<file path="src/rtl/uart_pkg.sv">
// Purpose: types and defaults shared by the UART receive and transmit blocks.
// Latency: n/a (package only).
// Backpressure: n/a (package only).
package uart_pkg;

  typedef enum logic [1:0] {
    PAR_NONE = 2'd0,
    PAR_EVEN = 2'd1,
    PAR_ODD  = 2'd2
  } parity_e;

  typedef enum logic [2:0] {
    ST_IDLE,
    ST_START,
    ST_DATA,
    ST_PARITY,
    ST_STOP
  } rx_state_e;

  localparam int unsigned UART_CLKS_PER_BIT_DEF = 16;
  localparam logic [7:0]  UART_CMD_BYTE_DEF     = 8'hA5;

  // Parity bit a transmitter would send for this data. Zero-extension of
  // narrower data does not change the XOR.
  function automatic logic parity_bit(input logic [7:0] data, input parity_e mode);
    return (^data) ^ (mode == PAR_ODD);
  endfunction

endpackage

</file>
<file path="src/rtl/sync_2ff.sv">
// Purpose: two-flop synchroniser for a single asynchronous input.
// Latency: 2 clk cycles from d_i to q_o.
// Backpressure: none; free-running.
// Ports: clk_i clock, resetn_i async active-low reset, d_i async input,
//        q_o synchronised output (both flops reset to RST_VAL).
module sync_2ff #(
  parameter logic RST_VAL = 1'b0
) (
  input  logic clk_i,
  input  logic resetn_i,
  input  logic d_i,
  output logic q_o
);

  logic [1:0] sync_q;

  always_ff @(posedge clk_i or negedge resetn_i) begin
    if (!resetn_i) sync_q <= {2{RST_VAL}};
    else           sync_q <= {sync_q[0], d_i};
  end

  assign q_o = sync_q[1];

endmodule

</file>
<file path="src/rtl/uart_rx_cmd.sv">
// Purpose: UART receiver (configurable frame) with error flags, break detect
//          and a reset-command detector producing a one-cycle strobe.
// Latency: rx_valid one cycle after the last stop sample (rxd sync adds 2 cycles).
// Backpressure: none; rx_valid is a pulse and must be consumed when seen.
// Ports: clk_i, resetn_i (async active-low), rxd_i (async, idle high),
//        rx_en_i (hold FSM in IDLE when low); rx_data_o, rx_valid_o,
//        parity_err_o, frame_err_o, break_det_o, reset_cmd_strobe_o, busy_o.
module uart_rx_cmd
  import uart_pkg::*;
#(
  parameter int unsigned CLKS_PER_BIT = UART_CLKS_PER_BIT_DEF,
  parameter int unsigned DATA_BITS    = 8,
  parameter int unsigned PARITY_MODE  = 0,
  parameter int unsigned STOP_BITS    = 1,
  parameter logic [7:0]  CMD_BYTE     = UART_CMD_BYTE_DEF,
  parameter int unsigned CMD_COUNT    = 3
) (
  input  logic                 clk_i,
  input  logic                 resetn_i,
  input  logic                 rxd_i,
  input  logic                 rx_en_i,
  output logic [DATA_BITS-1:0] rx_data_o,
  output logic                 rx_valid_o,
  output logic                 parity_err_o,
  output logic                 frame_err_o,
  output logic                 break_det_o,
  output logic                 reset_cmd_strobe_o,
  output logic                 busy_o
);

  localparam int unsigned     CNT_W      = $clog2(CLKS_PER_BIT);
  localparam logic [CNT_W-1:0] CNT_RELOAD = CNT_W'(CLKS_PER_BIT - 1);
  // IDLE sees the synchronised fall one cycle after it happens and spends one
  // more cycle entering START, so the half-bit count is shortened by two.
  localparam logic [CNT_W-1:0] CNT_HALF   = CNT_W'(CLKS_PER_BIT / 2 - 2);
  localparam logic [2:0]       LAST_BIT   = 3'(DATA_BITS - 1);
  localparam logic             LAST_STOP  = 1'(STOP_BITS - 1);
  localparam logic [3:0]       CMD_LAST   = 4'(CMD_COUNT - 1);
  localparam parity_e          PAR        = parity_e'(2'(PARITY_MODE));

  logic rxd_s;

  sync_2ff #(.RST_VAL(1'b1)) u_rxd_sync (
    .clk_i    (clk_i),
    .resetn_i (resetn_i),
    .d_i      (rxd_i),
    .q_o      (rxd_s)
  );

  rx_state_e            state_q, state_d;
  logic [CNT_W-1:0]     cnt_q, cnt_d;
  logic [2:0]           bit_q, bit_d;
  logic [DATA_BITS-1:0] shift_q, shift_d;
  logic                 perr_q, perr_d;     // parity error of frame in flight
  logic                 pbit_q, pbit_d;     // sampled parity bit (0 if none)
  logic                 stop_q, stop_d;     // index of next stop sample
  logic                 armed_q, armed_d;   // line seen high since last low stop
  logic [3:0]           cmd_q, cmd_d;
  logic [DATA_BITS-1:0] data_q, data_d;
  logic                 vld_q, vld_d;
  logic                 par_err_q, par_err_d;
  logic                 frm_err_q, frm_err_d;
  logic                 brk_q, brk_d;
  logic                 strb_q, strb_d;
  logic                 tick, done, good;

  always_comb begin
    state_d   = state_q;
    cnt_d     = cnt_q;
    bit_d     = bit_q;
    shift_d   = shift_q;
    perr_d    = perr_q;
    pbit_d    = pbit_q;
    stop_d    = stop_q;
    armed_d   = armed_q | rxd_s;
    cmd_d     = cmd_q;
    data_d    = data_q;
    vld_d     = 1'b0;
    par_err_d = par_err_q;
    frm_err_d = frm_err_q;
    brk_d     = 1'b0;
    strb_d    = 1'b0;
    tick      = (cnt_q == '0);
    done      = 1'b0;
    good      = 1'b0;

    if (state_q != ST_IDLE) cnt_d = tick ? CNT_RELOAD : cnt_q - 1'b1;

    if (!rx_en_i) begin
      state_d = ST_IDLE;
    end else begin
      case (state_q)
        ST_IDLE: begin
          // A line still low after a bad stop bit is not a new start bit.
          if (!rxd_s && armed_q) begin
            state_d = ST_START;
            cnt_d   = CNT_HALF;
          end
        end
        ST_START: begin
          if (tick) begin
            if (rxd_s) begin
              state_d = ST_IDLE;
            end else begin
              state_d = ST_DATA;
              bit_d   = '0;
              perr_d  = 1'b0;
              pbit_d  = 1'b0;
              stop_d  = 1'b0;
            end
          end
        end
        ST_DATA: begin
          if (tick) begin
            shift_d = {rxd_s, shift_q[DATA_BITS-1:1]};
            bit_d   = bit_q + 1'b1;
            if (bit_q == LAST_BIT) state_d = (PAR != PAR_NONE) ? ST_PARITY : ST_STOP;
          end
        end
        ST_PARITY: begin
          if (tick) begin
            pbit_d  = rxd_s;
            perr_d  = (rxd_s != parity_bit(8'(shift_q), PAR));
            state_d = ST_STOP;
          end
        end
        ST_STOP: begin
          if (tick) begin
            if (!rxd_s || (stop_q == LAST_STOP)) done   = 1'b1;
            else                                 stop_d = 1'b1;
          end
        end
        default: state_d = ST_IDLE;
      endcase
    end

    if (done) begin
      state_d   = ST_IDLE;
      armed_d   = rxd_s;
      vld_d     = 1'b1;
      data_d    = shift_q;
      par_err_d = perr_q;
      frm_err_d = !rxd_s;
      brk_d     = !rxd_s && (shift_q == '0) && !pbit_q;
      good      = !perr_q && rxd_s && (8'(shift_q) == CMD_BYTE);
      if (good && (cmd_q == CMD_LAST)) begin
        strb_d = 1'b1;
        cmd_d  = '0;
      end else if (good) begin
        cmd_d  = cmd_q + 1'b1;
      end else begin
        cmd_d  = '0;
      end
    end
  end

  always_ff @(posedge clk_i or negedge resetn_i) begin
    if (!resetn_i) begin
      state_q   <= ST_IDLE;
      cnt_q     <= '0;
      bit_q     <= '0;
      shift_q   <= '0;
      perr_q    <= 1'b0;
      pbit_q    <= 1'b0;
      stop_q    <= 1'b0;
      armed_q   <= 1'b1;
      cmd_q     <= '0;
      data_q    <= '0;
      vld_q     <= 1'b0;
      par_err_q <= 1'b0;
      frm_err_q <= 1'b0;
      brk_q     <= 1'b0;
      strb_q    <= 1'b0;
    end else begin
      state_q   <= state_d;
      cnt_q     <= cnt_d;
      bit_q     <= bit_d;
      shift_q   <= shift_d;
      perr_q    <= perr_d;
      pbit_q    <= pbit_d;
      stop_q    <= stop_d;
      armed_q   <= armed_d;
      cmd_q     <= cmd_d;
      data_q    <= data_d;
      vld_q     <= vld_d;
      par_err_q <= par_err_d;
      frm_err_q <= frm_err_d;
      brk_q     <= brk_d;
      strb_q    <= strb_d;
    end
  end

  assign rx_data_o          = data_q;
  assign rx_valid_o         = vld_q;
  assign parity_err_o       = par_err_q;
  assign frame_err_o        = frm_err_q;
  assign break_det_o        = brk_q;
  assign reset_cmd_strobe_o = strb_q;
  assign busy_o             = (state_q != ST_IDLE);

endmodule

</file>
<file path="config.mk">
export PLATFORM = sky130hd
export DESIGN_NAME = uart_rx_cmd
export DESIGN_NICKNAME = d
export VERILOG_FILES = /design/src/rtl/uart_pkg.sv /design/src/rtl/sync_2ff.sv /design/src/rtl/uart_rx_cmd.sv
export SDC_FILE = /design/constraint.sdc
export NUM_CORES = 1
export LEC_CHECK = 0
export BUFFER_PORTS_ARGS = -buffer_cell sky130_fd_sc_hd__buf_2
export CORE_MARGIN = 3
export CORE_UTILIZATION = 55
export CTS_BUF_LIST = sky130_fd_sc_hd__clkbuf_8
export CTS_CLUSTER_SIZE = 28
export DETAILED_ROUTE_END_ITERATION = 10
export PLACE_DENSITY = 0.75
export SYNTH_ARGS = -nofsm -noshare
export SYNTH_HDL_FRONTEND = slang
export SYNTH_SLANG_ARGS = --single-unit
</file>
<file path="constraint.sdc">
create_clock -name clk_i -period 2 [get_ports clk_i]
set_input_delay 0 -clock clk_i [delete_from_list [all_inputs] [get_ports clk_i]]
set_output_delay 0 -clock clk_i [all_outputs]
set_load 0.05 [all_outputs]
</file>
# Word level (Yosys, flattened, before mapping)
# Cells that the tools add are included.
dict set report word_totals {
  ff_bits 41
  output_inout_bits 14
  wordCells 102
}
dict set report classes {
  addsub 3
  n_eq_ne 20
  mux 38
  bitwise_logic 2
  n_reduce_logical 23
}
# cell count
set ops {}
lappend ops {{$mux W3} 10}
lappend ops {{$mux W4} 7}
lappend ops {{$ne A4 B4 Y1 const B} 5}
lappend ops {{$mux W1} 15}
lappend ops {{$pmux W3 S5} 1}
lappend ops {{$ne A2 B2 Y1 const B} 6}
lappend ops {{$reduce_and A6 Y1} 2}
lappend ops {{$reduce_and A5 Y1} 2}
lappend ops {{$eq A8 B8 Y1 const B} 1}
lappend ops {{$logic_not A8 Y1} 1}
lappend ops {{$reduce_xor A8 Y1} 1}
lappend ops {{$eq A3 B2 Y1 const B} 2}
lappend ops {{$eq A3 B3 Y1 const B} 2}
lappend ops {{$logic_and A1 B1 Y1} 6}
lappend ops {{$pmux W1 S2} 3}
lappend ops {{$pmux W3 S2} 1}
lappend ops {{$reduce_bool A2 Y1} 3}
lappend ops {{$add A4 B1 Y4 const B} 1}
lappend ops {{$eq A4 B2 Y1 const B} 1}
lappend ops {{$logic_not A4 Y1} 1}
lappend ops {{$sub A4 B1 Y4 const B} 1}
lappend ops {{$add A3 B1 Y3 const B} 1}
lappend ops {{$eq A3 B1 Y1 const B} 1}
lappend ops {{$logic_not A1 Y1} 3}
lappend ops {{other kinds (9)} 9}

# Longest topological paths before layout
# Gate-level depths: netlist of run 1.
dict set report logic_depth {
  ltp_word 8
  ltp_mapped 7
  mapped_depth_nobuf 7
}

# By module
# A second synthesis of run 1 with hierarchy kept.
dict set report unflattened {
  cells_unflattened 185
  hier_area_um2 2021.9
}
# module n_inst cells_each area_each_um2
set modules_own_cells {}
lappend modules_own_cells {uart_rx_cmd 1 183 1969.4}
lappend modules_own_cells {sync_2ff 1 2 52.6}

# Worst setup path before layout of run 1
# Ideal clock, no wire load.
dict set report synth_path {
  kind {register -> register}
  start {register cnt_q[0]}
  end {register bit_q[2]}
  setup_ns 0.121
  t_arrival_ns 1.615
  slack_ns 0.264
  path_stages_with_launch 7
  n_path_buf 0
  cell_sequence {dfrtp_1 inv_1 ha_1 nor3b_4 nand3_2 mux2_1 a22o_1}
}
dict set report synth_via {
  elab_chain_len 3
  word_cells_on_any_way 4
}
# item line
set synth_rtl {}
lappend synth_rtl {{start, declared} uart_rx_cmd.sv:51} ;# logic [CNT_W-1:0] cnt_q, cnt_d;
lappend synth_rtl {{start signal, assigned} uart_rx_cmd.sv:176} ;# cnt_q <= cnt_d;
lappend synth_rtl {{$logic_not A4 Y1 *} uart_rx_cmd.sv:83} ;# tick = (cnt_q == '0);
lappend synth_rtl {{$ne A2 B2 Y1 (no line)} --}
lappend synth_rtl {{$reduce_and A5 Y1 (no line) *} --}
lappend synth_rtl {{end signal, assigned} uart_rx_cmd.sv:177} ;# bit_q <= bit_d;
lappend synth_rtl {{end, declared} uart_rx_cmd.sv:52} ;# logic [2:0] bit_q, bit_d;
# Mark *: on every way between the ends. The rest lies on a longest branch, timed or not.
# A chain may end at the register's enable or synchronous reset.

# Worst setup path in the final report of run 1
dict set report layout_path {
  start {register cnt_q[0]}
  end {register shift_q[0]}
}
dict set report layout_via {
  elab_chain_len 2
}
# item line
set layout_rtl {}
lappend layout_rtl {{$logic_not A4 Y1} uart_rx_cmd.sv:83}
lappend layout_rtl {{$reduce_and A3 Y1 (no line)} --}
lappend layout_rtl {{end signal, assigned} uart_rx_cmd.sv:178} ;# shift_q <= shift_d;
lappend layout_rtl {{end, declared} uart_rx_cmd.sv:53} ;# logic [DATA_BITS-1:0] shift_q, shift_d;
# No other way between the ends.

==> impl_metrics.prom, run 1 <==
# TYPE chip_impl_metric gauge
chip_impl_info{name="outcome",value="completed"} 1
chip_impl_metric{name="post_synth_edffs",unit=""} 0
chip_impl_metric{name="die_height",unit="µm"} 65.3
chip_impl_metric{name="post_synthesis_instance_total",unit=""} 187
chip_impl_metric{name="ys_seq_area_frac",unit=""} 0.533
chip_impl_metric{name="postSynth.asyncResetShare",unit=""} 1.00
chip_impl_info{name="synth.cells.most_frequent",value="sky130_fd_sc_hd__dfrtp_1, sky130_fd_sc_hd__nand2_1, sky130_fd_sc_hd__o21ai_0"} 1
chip_impl_metric{name="total_leakage_power",unit="nW"} 1.05
chip_impl_metric{name="final_core_util",unit=""} 0.702
chip_impl_metric{name="ys_types",unit=""} 36
chip_impl_metric{name="clock_tree.buffer_depth",unit=""} 2
chip_impl_metric{name="portBuffers",unit=""} 17
chip_impl_metric{name="numCtsBuffers",unit=""} 5
chip_impl_metric{name="fp-row-count",unit=""} 20
chip_impl_metric{name="max_slew.worst_pin.slew",unit="ps"} 863
chip_impl_metric{name="avgSynthCellArea",unit="µm²"} 10.3
chip_impl_metric{name="place.detailed.hpwl",unit="µm"} 2710
chip_impl_metric{name="yosys_register_bits",unit=""} 41
chip_impl_metric{name="floorplan.io_pins",unit=""} 18
chip_impl_metric{name="post_detailed_route_count_of_antenna_violating_nets",unit=""} 0
chip_impl_metric{name="final_layout_size_suffix_gt1_frac",unit=""} 0.199
chip_impl_metric{name="drt-total-wl",unit="µm"} 3880
chip_impl_metric{name="drt-initial-drc-count",unit=""} 100
chip_impl_metric{name="ctsHtreeMaxLevel",unit=""} 2
chip_impl_metric{name="worst_hold_slack",unit="ps"} 343
chip_impl_metric{name="grt_start_max_net_pins",unit=""} 42
chip_impl_metric{name="multi_input_comb_area",unit="µm²"} 856
chip_impl_metric{name="fillerInstances",unit=""} 265
chip_impl_metric{name="synthesized_nets",unit=""} 204
chip_impl_metric{name="max-cap-violations",unit=""} 0
chip_impl_metric{name="initial_utilization",unit=""} 0.603
chip_impl_info{name="critPathKind",value="reg -> reg"} 1
chip_impl_metric{name="vias_per_cell",unit=""} 5.58
chip_impl_metric{name="number_of_antenna_violations_at_the_first_check_in_global_routing",unit=""} 0
chip_impl_metric{name="post_synth_instance_area",unit="mm²"} 0.00193
chip_impl_metric{name="timing.final.setup_violations",unit=""} 0
chip_impl_metric{name="clk_latency",unit="ps"} 300
chip_impl_metric{name="slew-limit-headroom",unit=""} 0.424
chip_impl_metric{name="die_width",unit="µm"} 65.3
chip_impl_metric{name="die-area",unit="mm²"} 0.00426
chip_impl_info{name="cts_tree",value="done"} 1
chip_impl_info{name="cp-endpoint",value="shift_q[0]"} 1
chip_impl_metric{name="finalMaxSlewViolations",unit=""} 0
chip_impl_metric{name="max_freq",unit="GHz"} 0.521
chip_impl_metric{name="reg2regPathDepth",unit=""} 9
chip_impl_metric{name="antenna_cells_inserted",unit=""} 0
chip_impl_metric{name="yosysTopAreaCellShare",unit=""} 0.492
chip_impl_info{name="synth_most_common_cell",value="sky130_fd_sc_hd__dfrtp_1"} 1
chip_impl_info{name="timing.rr.start",value="cnt_q[0]"} 1
chip_impl_metric{name="number_of_global_route_vias_before_repair",unit=""} 1504
chip_impl_metric{name="regToRegSetupSlack",unit="ps"} 80
chip_impl_metric{name="skew",unit="ps"} 7.45
chip_impl_metric{name="floorplan.core_area",unit="mm²"} 0.00320
chip_impl_metric{name="critical_path_peak_fanout",unit=""} 16
chip_impl_metric{name="cp.arrival",unit="ps"} 2100
chip_impl_metric{name="max-vdd-ir-drop",unit="µV"} 659
chip_impl_metric{name="grt_overflow",unit=""} 0
chip_impl_metric{name="final_nets",unit=""} 232
chip_impl_metric{name="finalWeightedCongestion",unit=""} 0.753
chip_impl_metric{name="synth-warning-count",unit=""} 0
chip_impl_metric{name="final.min_clock_period",unit="ps"} 1920
chip_impl_metric{name="grt_use_total",unit=""} 0.207
chip_impl_metric{name="p_per_area",unit="mW/mm²"} 754
chip_impl_info{name="hold_path.class",value="in -> async"} 1
chip_impl_info{name="worstSetupEndpointType",value="register"} 1
chip_impl_metric{name="cts.reportedPaths.clkPinSlew",unit="ps"} 80
chip_impl_info{name="clock-root-buffer",value="sky130_fd_sc_hd__clkbuf_8"} 1
chip_impl_info{name="r2r_end",value="shift_q[0]"} 1
chip_impl_metric{name="area_growth_syn_to_layout",unit="%"} 16.3
chip_impl_metric{name="final_hold_viol_count",unit=""} 0
chip_impl_metric{name="tritoncts_num_sinks",unit=""} 41
chip_impl_info{name="synth_top_cells_by_area",value="sky130_fd_sc_hd__dfrtp_1, sky130_fd_sc_hd__ha_1, sky130_fd_sc_hd__o21ai_0, sky130_fd_sc_hd__nand2_1, sky130_fd_sc_hd__dfstp_2"} 1
chip_impl_metric{name="ff_latch_area",unit="mm²"} 0.00103
chip_impl_metric{name="router_iterations_before_antenna_repair",unit=""} 4
chip_impl_metric{name="layout_worst_path_cycle_share",unit=""} 0.960
chip_impl_metric{name="required",unit="ps"} 2180
chip_impl_metric{name="via_count",unit=""} 1452
chip_impl_metric{name="grt_pass1_wl",unit="µm"} 6600
chip_impl_info{name="critPathLaunchType",value="register"} 1
chip_impl_metric{name="avgRoutedWirePerCell",unit="µm"} 14.9
chip_impl_info{name="ys_dominant_reg_cell",value="sky130_fd_sc_hd__dfrtp_1"} 1
chip_impl_info{name="timing.critical_path.from",value="cnt_q[0]"} 1
chip_impl_metric{name="drt_drc",unit=""} 0
chip_impl_info{name="yosysTopAreaCell",value="sky130_fd_sc_hd__dfrtp_1"} 1
==> flip-flops by register name (all words and copies together), names as in the netlist <==
name / count
armed_q: 1
bit_q: 3
break_det_o: 1
cmd_q: 4
cnt_q: 4
frame_err_o: 1
parity_err_o: 1
pbit_q: 1
perr_q: 1
reset_cmd_strobe_o: 1
rx_data_o: 8
rx_valid_o: 1
shift_q: 8
state_q: 3
stop_q: 1
u_rxd_sync.sync_q: 2
==> per-stage QoR <==
step / cells / total power [mW] / setup TNS [ps] / area, µm² / setup slack (ps)
after floorplan: 187 / 1.07 / 0 / 1930 / 264
after global placement: 248 / 1.12 / 0 / 2090 / 202
after detailed placement: 248 / 1.14 / 0 / 2090 / 102
after CTS: 259 / 1.67 / 0 / 2210 / 67.6
after global routing: 260 / 1.79 / -62.7 / 2250 / -37.1
final: 260 / 1.69 / 0 / 2250 / 80.0
==> layout by cell type, fill, tap and decap left out, drive strengths merged, types with 2 or more instances in the layout <==
cell	n
a21boi	2
a21oi	5
a22o	3
buf	23
clkbuf	5
clkinv	2
dfrtp	38
dfstp	3
dlygate4sd3	3
ha	13
inv	16
mux2	2
nand2	31
nand2b	2
nand3	3
nand4	3
nor2	5
nor3	4
nor3b	4
nor4b	4
o21ai	28
xnor2	5
==> layout make-up <==
type / count / share of cell area
Clock buffer: 5 / 0.0306
Clock inverter: 3 / 0.00780
Inverter: 16 / 0.0267
Multi-Input combinational cell: 125 / 0.381
Sequential cell: 41 / 0.458
Tap cell: 44 / 0.0245
Timing Repair Buffer: 26 / 0.0713
==> cells by family after synthesis <==
logic type	after synthesis	share of synthesized area
compound gates	44	0.132
xor+xnor	5	0.0227
fa+ha+maj	13	0.0842
buf+inv	21	0.0414
flops	41	0.533
mux	2	0.0117
simple gates	61	0.175
==> report_power, final <==
| part | switching (mW) | internal (mW) |
|---|---|---|
| clock | 0.296 | 0.241 |
| combinational | 0.139 | 0.0986 |
| sequential | 0.0533 | 0.867 |
==> critical path: stages (launching register included) <==
cell                      delay (ps)
sky130_fd_sc_hd__dfrtp_1         410
sky130_fd_sc_hd__inv_1           110
sky130_fd_sc_hd__ha_2            220
sky130_fd_sc_hd__nor3b_4         280
sky130_fd_sc_hd__buf_4           180
sky130_fd_sc_hd__buf_4           110
sky130_fd_sc_hd__nand4_1         110
sky130_fd_sc_hd__buf_4           210
sky130_fd_sc_hd__nand2_1          70
sky130_fd_sc_hd__o21ai_0          90
==> routing by layer <==
metal / track usage / up-vias / part of all wire
li1: - / 696 / -
met1: 0.254 / 710 / 0.43
met2: 0.319 / 36 / 0.51
met3: 0.0598 / 10 / 0.034
met4: 0.135 / 0 / 0.023
met5: 0 / - / 0
==> repair_timing <==
action | 4_1_cts | 5_1_grt
buffers inserted | 0 | 1
endpoints found under the hold margin | 40 | 0
gates resized for setup | 0 | 6
hold buffers | 3 | 0
setup endpoints to repair | 0 | 15
==> worst min path at each step <==
| stage | startpoint | end | depth (start not counted) |
|---|---|---|---|
| 2_1_floorplan | resetn_i | bit_q[0] | 0 |
| 3_3_place_gp | rxd_i | u_rxd_sync.sync_q[0] | 1 |
| 3_5_place_dp | rxd_i | u_rxd_sync.sync_q[0] | 1 |
| 4_1_cts | rxd_i | u_rxd_sync.sync_q[0] | 2 |
| 5_1_grt | rxd_i | u_rxd_sync.sync_q[0] | 2 |
| 6_report | resetn_i | cmd_q[2] | 2 |
(Power assumes the default switching activity.)
==> run 2: changes to the inputs <==
SLEW_MARGIN = 20   (was not set)
SYNTH_HIERARCHICAL = 1   (was not set)
==> impl_metrics.prom, run 2 <==
# TYPE chip_impl_metric gauge
chip_impl_info{name="outcome",value="completed"} 1
chip_impl_metric{name="final_nets",unit=""} 228
chip_impl_metric{name="finalPower",unit="mW"} 1.71
chip_impl_metric{name="die_width",unit="µm"} 66.6
chip_impl_metric{name="ctsHtreeMaxLevel",unit=""} 2
chip_impl_info{name="layout_commonest_cell",value="sky130_fd_sc_hd__dfrtp_1"} 1
chip_impl_metric{name="dpl-instance-area",unit="mm²"} 0.00215
chip_impl_metric{name="floorplan.io_pins",unit=""} 18
chip_impl_metric{name="number_of_antenna_violations_at_the_first_check_in_global_routing",unit=""} 0
chip_impl_metric{name="number_of_global_route_vias_before_repair",unit=""} 1415
chip_impl_info{name="cts_tree",value="done"} 1
chip_impl_metric{name="final_cell_count_no_fill",unit=""} 258
chip_impl_metric{name="initial_utilization",unit=""} 0.587
chip_impl_metric{name="cp_slowest_stage_delay",unit="ps"} 400
chip_impl_metric{name="grt_start_max_net_pins",unit=""} 42
chip_impl_info{name="critPathKind",value="reg -> reg"} 1
chip_impl_metric{name="area_growth_syn_to_layout",unit="%"} 13.3
chip_impl_metric{name="final.setup.tns",unit="ps"} 0
chip_impl_metric{name="synth-warning-count",unit=""} 6
chip_impl_info{name="grt_setup_unrepaired",value="false"} 1
chip_impl_metric{name="drt_drc",unit=""} 0
chip_impl_info{name="worstSetupEndpointType",value="register"} 1
chip_impl_metric{name="tritoncts_num_sinks",unit=""} 41
chip_impl_metric{name="cts.reportedPaths.clkPinSlew",unit="ps"} 80
chip_impl_metric{name="layout_worst_path_cycle_share",unit=""} 0.930
chip_impl_metric{name="portBuffers",unit=""} 17
chip_impl_metric{name="post_detailed_route_count_of_antenna_violating_nets",unit=""} 0
chip_impl_metric{name="grt_overflow",unit=""} 0
chip_impl_metric{name="timing.final.setup_violations",unit=""} 0
chip_impl_metric{name="fillerInstances",unit=""} 281
chip_impl_metric{name="post_synth_edffs",unit=""} 0
chip_impl_metric{name="worst_hold_slack",unit="ps"} 349
chip_impl_metric{name="max_slew.worst_pin.slew",unit="ps"} 877
chip_impl_info{name="critical_path.most_common_cell",value="sky130_fd_sc_hd__buf_6"} 1
chip_impl_metric{name="max-vdd-ir-drop",unit="µV"} 624
chip_impl_metric{name="post_synth_instance_area",unit="mm²"} 0.00202
chip_impl_metric{name="grt_use_total",unit=""} 0.195
chip_impl_metric{name="postSynth.asyncResetShare",unit=""} 1.00
chip_impl_info{name="critical-path-slowest-cell",value="sky130_fd_sc_hd__dfrtp_1"} 1
chip_impl_metric{name="grt_pass1_wl",unit="µm"} 6410
chip_impl_metric{name="drt-initial-drc-count",unit=""} 64
chip_impl_info{name="most-common-layout-cells",value="sky130_fd_sc_hd__dfrtp_1, sky130_fd_sc_hd__nand2_1, sky130_fd_sc_hd__o21ai_0"} 1
chip_impl_metric{name="skew",unit="ps"} 7.06
chip_impl_metric{name="antenna_cells_inserted",unit=""} 0
chip_impl_metric{name="yosys_register_bits",unit=""} 41
chip_impl_metric{name="via_count",unit=""} 1416
chip_impl_metric{name="multi_input_comb_area",unit="µm²"} 883
chip_impl_metric{name="max-cap-violations",unit=""} 0
chip_impl_metric{name="place.detailed.hpwl",unit="µm"} 2570
chip_impl_metric{name="final.min_clock_period",unit="ps"} 1860
chip_impl_metric{name="required",unit="ps"} 2210
chip_impl_metric{name="vias_per_cell",unit=""} 5.49
chip_impl_metric{name="total_leakage_power",unit="nW"} 1.12
chip_impl_info{name="clock-root-buffer",value="sky130_fd_sc_hd__clkbuf_8"} 1
chip_impl_info{name="synth_most_common_cell",value="sky130_fd_sc_hd__dfrtp_1"} 1
chip_impl_metric{name="finalMaxSlewViolations",unit=""} 0
chip_impl_info{name="synth.cells.most_frequent",value="sky130_fd_sc_hd__dfrtp_1, sky130_fd_sc_hd__nand2_1, sky130_fd_sc_hd__o21ai_0"} 1
chip_impl_metric{name="avgSynthCellArea",unit="µm²"} 10.9
chip_impl_metric{name="smallest_setup_slack_after_layout",unit="ps"} 139
chip_impl_metric{name="design_area",unit="mm²"} 0.00229
chip_impl_metric{name="finalWeightedCongestion",unit=""} 0.789
chip_impl_metric{name="numCtsBuffers",unit=""} 5
chip_impl_metric{name="ys_types",unit=""} 45
chip_impl_metric{name="clk_latency",unit="ps"} 300
chip_impl_metric{name="cp.arrival",unit="ps"} 2070
chip_impl_metric{name="detailedPlace.worstSlack",unit="ps"} 58.5
chip_impl_metric{name="clock_tree.buffer_depth",unit=""} 2
chip_impl_info{name="synth_top_cells_by_area",value="sky130_fd_sc_hd__dfrtp_1, sky130_fd_sc_hd__ha_1, sky130_fd_sc_hd__o21ai_0, sky130_fd_sc_hd__dfstp_2, sky130_fd_sc_hd__nand2_1"} 1
chip_impl_metric{name="final_core_util",unit=""} 0.666
chip_impl_metric{name="critical_path_peak_fanout",unit=""} 8
chip_impl_metric{name="post_synthesis_instance_total",unit=""} 185
chip_impl_metric{name="die_height",unit="µm"} 66.6
chip_impl_metric{name="synthesized_nets",unit=""} 202
chip_impl_metric{name="slew-limit-headroom",unit=""} 0.415
chip_impl_metric{name="final_hold_viol_count",unit=""} 0
chip_impl_info{name="hold_path.class",value="in -> reg"} 1
chip_impl_metric{name="max_freq",unit="GHz"} 0.537
chip_impl_metric{name="avgRoutedWirePerCell",unit="µm"} 14.0
chip_impl_metric{name="die-area",unit="mm²"} 0.00444
chip_impl_metric{name="final_layout_size_suffix_gt1_frac",unit=""} 0.208
chip_impl_metric{name="ff_latch_area",unit="mm²"} 0.00103
chip_impl_info{name="critPathLaunchType",value="register"} 1
chip_impl_info{name="ys_dominant_reg_cell",value="sky130_fd_sc_hd__dfrtp_1"} 1
chip_impl_metric{name="router_iterations_before_antenna_repair",unit=""} 4
chip_impl_metric{name="p_per_area",unit="mW/mm²"} 747
chip_impl_info{name="yosysTopAreaCell",value="sky130_fd_sc_hd__dfrtp_1"} 1
chip_impl_metric{name="ys_seq_area_frac",unit=""} 0.509
chip_impl_metric{name="yosysTopAreaCellShare",unit=""} 0.470
chip_impl_metric{name="drt-total-wl",unit="µm"} 3610
chip_impl_metric{name="dpl.cell_count",unit=""} 246
chip_impl_metric{name="fp-row-count",unit=""} 21
chip_impl_metric{name="floorplan.core_area",unit="mm²"} 0.00344
chip_impl_info{name="timing.critical_path.cells",value="inv_1 -> ha_2 -> nor3b_4 -> buf_6 -> nand3_4 -> nor2_8 -> buf_6 -> mux2i_1"} 1
==> run 2: final cells by class <==
| cell class | instances | area share |
|---|---|---|
| timing repair buffer | 25 | 0.0699 |
| tap | 46 | 0.0251 |
| clock inverter | 2 | 0.00601 |
| sequential | 41 | 0.449 |
| inverter | 17 | 0.0279 |
| multi-input combinational | 121 | 0.386 |
| clock buffer | 6 | 0.0360 |
==> run 2: layer usage <==
layer | track usage | vias to the layer above | routed length (µm)
met5 | 0 | - | 0
met4 | 0.0888 | 0 | 86
met3 | 0.0708 | 11 | 160
met2 | 0.339 | 25 | 1830
met1 | 0.211 | 696 | 1530
li1 | - | 684 | -
==> run 2: repair_timing <==
item / in CTS / in global routing
hold buffers: 3 / 0
setup endpoints to repair: 0 / 22
resized for setup: 0 / 3
buffers inserted: 0 / 1
endpoints found under the hold margin: 40 / 0
==> run 2: final timing paths <==
| path | startpoint | endpoint | slack [ps] | depth (start not counted) |
|---|---|---|---|---|
| max in group asynchronous | resetn_i | cnt_q[3] | 1080 | 2 |
| setup / recovery | cnt_q[0] | shift_q[1] | 140 | 8 |
| hold / removal | rxd_i | u_rxd_sync/sync_q[0] | 350 | 2 |
| setup reg to reg | cnt_q[0] | shift_q[1] | 140 | 8 |
| min in group asynchronous | resetn_i | shift_q[4] | 360 | 2 |
| hold reg to reg | u_rxd_sync/sync_q[0] | u_rxd_sync/sync_q[1] | 360 | 0 |
==> run 2: kinds of logic (layout without fill, tap and decap cells) <==
group                    after synthesis  after routing  share of synthesized area
multiplexers                           9              9                     0.0476
AND/OR/NAND/NOR                       58             58                      0.180
buffers and inverters                 23             50                     0.0551
adder cells (fa/ha/maj)               13             13                     0.0804
XOR/XNOR                               4              4                     0.0173
flip-flops                            41             41                      0.509
AO/OA/AOI/OAI                         37             37                      0.110
==> run 2: critical path: cells and delay by family (launching register included) <==
family | cells | cell delay, ps
multiplexers | 1 | 210
adder cells (fa/ha/maj) | 1 | 210
flip-flops | 1 | 400
buffers and inverters | 3 | 430
AND/OR/NAND/NOR | 3 | 530
==> run 2: power breakdown <==
part	leakage [nW]	switching (mW)	internal, mW	total, mW
clock network	0.0512	0.283	0.279	0.562
logic	0.563	0.134	0.0941	0.228
registers	0.507	0.0487	0.872	0.921
total	1.12	0.465	1.25	1.71
==> run 3: changes to the inputs <==
REMOVE_ABC_BUFFERS = 1   (was not set)
SYNTH_HIERARCHICAL = not set   (was 1)
==> impl_metrics.prom, run 3 (same netlist as run 1, synthesis figures left out) <==
# TYPE chip_impl_metric gauge
chip_impl_info{name="outcome",value="completed"} 1
chip_impl_metric{name="max_freq",unit="GHz"} 0.528
chip_impl_info{name="timing.critical_path.from",value="cnt_q[0]"} 1
chip_impl_metric{name="critical_path_peak_fanout",unit=""} 5
chip_impl_metric{name="worstSetupPathDepth",unit=""} 6
chip_impl_metric{name="floorplan.io_pins",unit=""} 18
chip_impl_metric{name="finalWeightedCongestion",unit=""} 0.912
chip_impl_metric{name="total_leakage_power",unit="nW"} 1.07
chip_impl_metric{name="slew-limit-headroom",unit=""} 0.411
chip_impl_metric{name="grt_use_total",unit=""} 0.206
chip_impl_metric{name="ctsHtreeMaxLevel",unit=""} 2
chip_impl_metric{name="tritoncts_num_sinks",unit=""} 41
chip_impl_metric{name="numCtsBuffers",unit=""} 5
chip_impl_metric{name="cp_slowest_stage_delay",unit="ps"} 400
chip_impl_metric{name="drt-total-wl",unit="µm"} 3810
chip_impl_metric{name="clock_tree.buffer_depth",unit=""} 2
chip_impl_metric{name="max_slew.worst_pin.slew",unit="ps"} 884
chip_impl_metric{name="dpl-instance-area",unit="mm²"} 0.00209
chip_impl_info{name="r2r_end",value="bit_q[2]"} 1
chip_impl_info{name="hold_path.class",value="in -> reg"} 1
chip_impl_metric{name="grt_overflow",unit=""} 0
chip_impl_metric{name="final.setup.tns",unit="ps"} 0
chip_impl_info{name="critical_path.top_delay_family",value="simple AND/OR/NAND/NOR gates"} 1
chip_impl_info{name="cp-endpoint",value="bit_q[2]"} 1
chip_impl_metric{name="dpl.cell_count",unit=""} 248
chip_impl_metric{name="die-area",unit="mm²"} 0.00426
chip_impl_metric{name="place.detailed.hpwl",unit="µm"} 2570
chip_impl_metric{name="final.min_clock_period",unit="ps"} 1900
chip_impl_metric{name="clk_latency",unit="ps"} 290
chip_impl_info{name="critical-path-slowest-cell",value="sky130_fd_sc_hd__dfrtp_1"} 1
chip_impl_metric{name="initial_utilization",unit=""} 0.603
chip_impl_metric{name="final_nets",unit=""} 235
chip_impl_metric{name="die_width",unit="µm"} 65.3
chip_impl_metric{name="router_iterations_before_antenna_repair",unit=""} 4
chip_impl_metric{name="cp.arrival",unit="ps"} 2070
chip_impl_info{name="critPathKind",value="reg -> reg"} 1
chip_impl_info{name="timing.rr.start",value="cnt_q[0]"} 1
chip_impl_metric{name="area_growth_syn_to_layout",unit="%"} 17.3
chip_impl_metric{name="floorplan.core_area",unit="mm²"} 0.00320
chip_impl_metric{name="post_detailed_route_count_of_antenna_violating_nets",unit=""} 0
chip_impl_metric{name="final_layout_size_suffix_gt1_frac",unit=""} 0.205
chip_impl_metric{name="number_of_global_route_vias_before_repair",unit=""} 1492
chip_impl_info{name="worstSetupEndpointType",value="register"} 1
chip_impl_metric{name="vias_per_cell",unit=""} 5.51
chip_impl_info{name="timing.critical_path.cells",value="inv_1 -> ha_2 -> nor3b_4 -> nand3_2 -> mux2_1 -> a22o_1"} 1
chip_impl_metric{name="p_per_area",unit="mW/mm²"} 757
chip_impl_metric{name="finalPower",unit="mW"} 1.72
chip_impl_metric{name="regToRegSetupSlack",unit="ps"} 100
chip_impl_metric{name="via_count",unit=""} 1448
chip_impl_info{name="critPathLaunchType",value="register"} 1
chip_impl_metric{name="max-cap-violations",unit=""} 0
chip_impl_metric{name="finalMaxSlewViolations",unit=""} 0
chip_impl_info{name="cts_tree",value="done"} 1
chip_impl_metric{name="die_height",unit="µm"} 65.3
chip_impl_metric{name="number_of_antenna_violations_at_the_first_check_in_global_routing",unit=""} 0
chip_impl_metric{name="portBuffers",unit=""} 17
chip_impl_metric{name="design_area",unit="mm²"} 0.00227
chip_impl_metric{name="worst_hold_slack",unit="ps"} 354
chip_impl_metric{name="cts.reportedPaths.clkPinSlew",unit="ps"} 80
chip_impl_metric{name="max-vdd-ir-drop",unit="µV"} 803
chip_impl_metric{name="drt-initial-drc-count",unit=""} 87
chip_impl_metric{name="drt_drc",unit=""} 0
chip_impl_info{name="most-common-layout-cells",value="sky130_fd_sc_hd__dfrtp_1, sky130_fd_sc_hd__nand2_1, sky130_fd_sc_hd__o21ai_0"} 1
chip_impl_metric{name="skew",unit="ps"} 3.88
chip_impl_metric{name="timing.final.setup_violations",unit=""} 0
chip_impl_metric{name="grt_pass1_wl",unit="µm"} 6780
chip_impl_metric{name="grt_start_max_net_pins",unit=""} 42
chip_impl_metric{name="avgRoutedWirePerCell",unit="µm"} 14.5
chip_impl_metric{name="final_cell_count_no_fill",unit=""} 263
chip_impl_metric{name="layout_worst_path_cycle_share",unit=""} 0.948
chip_impl_metric{name="crit_buf_inv",unit=""} 1
chip_impl_metric{name="antenna_cells_inserted",unit=""} 0
chip_impl_info{name="layout_commonest_cell",value="sky130_fd_sc_hd__dfrtp_1"} 1
chip_impl_metric{name="required",unit="ps"} 2180
chip_impl_metric{name="final_hold_viol_count",unit=""} 0
chip_impl_info{name="clock-root-buffer",value="sky130_fd_sc_hd__clkbuf_8"} 1
chip_impl_metric{name="reg2regPathDepth",unit=""} 6
chip_impl_metric{name="fp-row-count",unit=""} 20
run 3: changes by cell type in the layout (fill, tap and decap cells not counted), moves of 3 or more:
cell                      before  now
sky130_fd_sc_hd__buf_4         3    9
sky130_fd_sc_hd__a22o_1        0    3
sky130_fd_sc_hd__o21ai_0      18   28
sky130_fd_sc_hd__mux2i_1       7    0
sky130_fd_sc_hd__nor2_1       11    5
sky130_fd_sc_hd__nand2_1      20   31
run 3: final cells by class:
| class | instances | area (µm²) |
|---|---|---|
| inverter | 16 | 60.1 |
| timing repair buffer | 29 | 183 |
| clock inverter | 2 | 13.8 |
| sequential | 41 | 1030 |
| multi-input combinational | 125 | 842 |
| clock buffer | 6 | 82.6 |
| fill | 249 | 937 |
| tap | 44 | 55.1 |
run 3: worst min path at each step:
stage / from / depth (start not counted) / end
after CTS: rxd_i / 2 / u_rxd_sync.sync_q[0]
final: rxd_i / 2 / u_rxd_sync.sync_q[0]
after global placement: rxd_i / 1 / u_rxd_sync.sync_q[0]
after detailed placement: rxd_i / 1 / u_rxd_sync.sync_q[0]
after global routing: rxd_i / 2 / u_rxd_sync.sync_q[0]
after floorplan: resetn_i / 0 / bit_q[0]
run 3: layer usage:
layer  vias up  GRT usage  share of wire
met5         -          0              0
met4         0     0.0803          0.018
met3         8     0.0359          0.023
met2        25      0.365           0.52
met1       709      0.248           0.43
li1        706          -              -
run 3: power breakdown:
group / leakage, nW / switching [mW] / total, mW / internal (mW)
Combinational: 0.464 / 0.140 / 0.239 / 0.0986
Clock: 0.0512 / 0.280 / 0.560 / 0.280
Sequential: 0.553 / 0.0504 / 0.918 / 0.867
Total: 1.07 / 0.471 / 1.72 / 1.25
run 3: stage by stage:
step	worst slack (ps)	util
after floorplan	112	-
after global placement	148	0.652
after detailed placement	76.7	0.652
after CTS	53.8	0.692
after global routing	-22.8	0.707
final	105	0.707
run 3: what timing repair did:
item                                   CTS  global route
setup buffers                            0             4
endpoints found under the hold margin   40             0
setup endpoints to repair                0            17
hold buffers                             3             0
gates resized for setup                  0             4
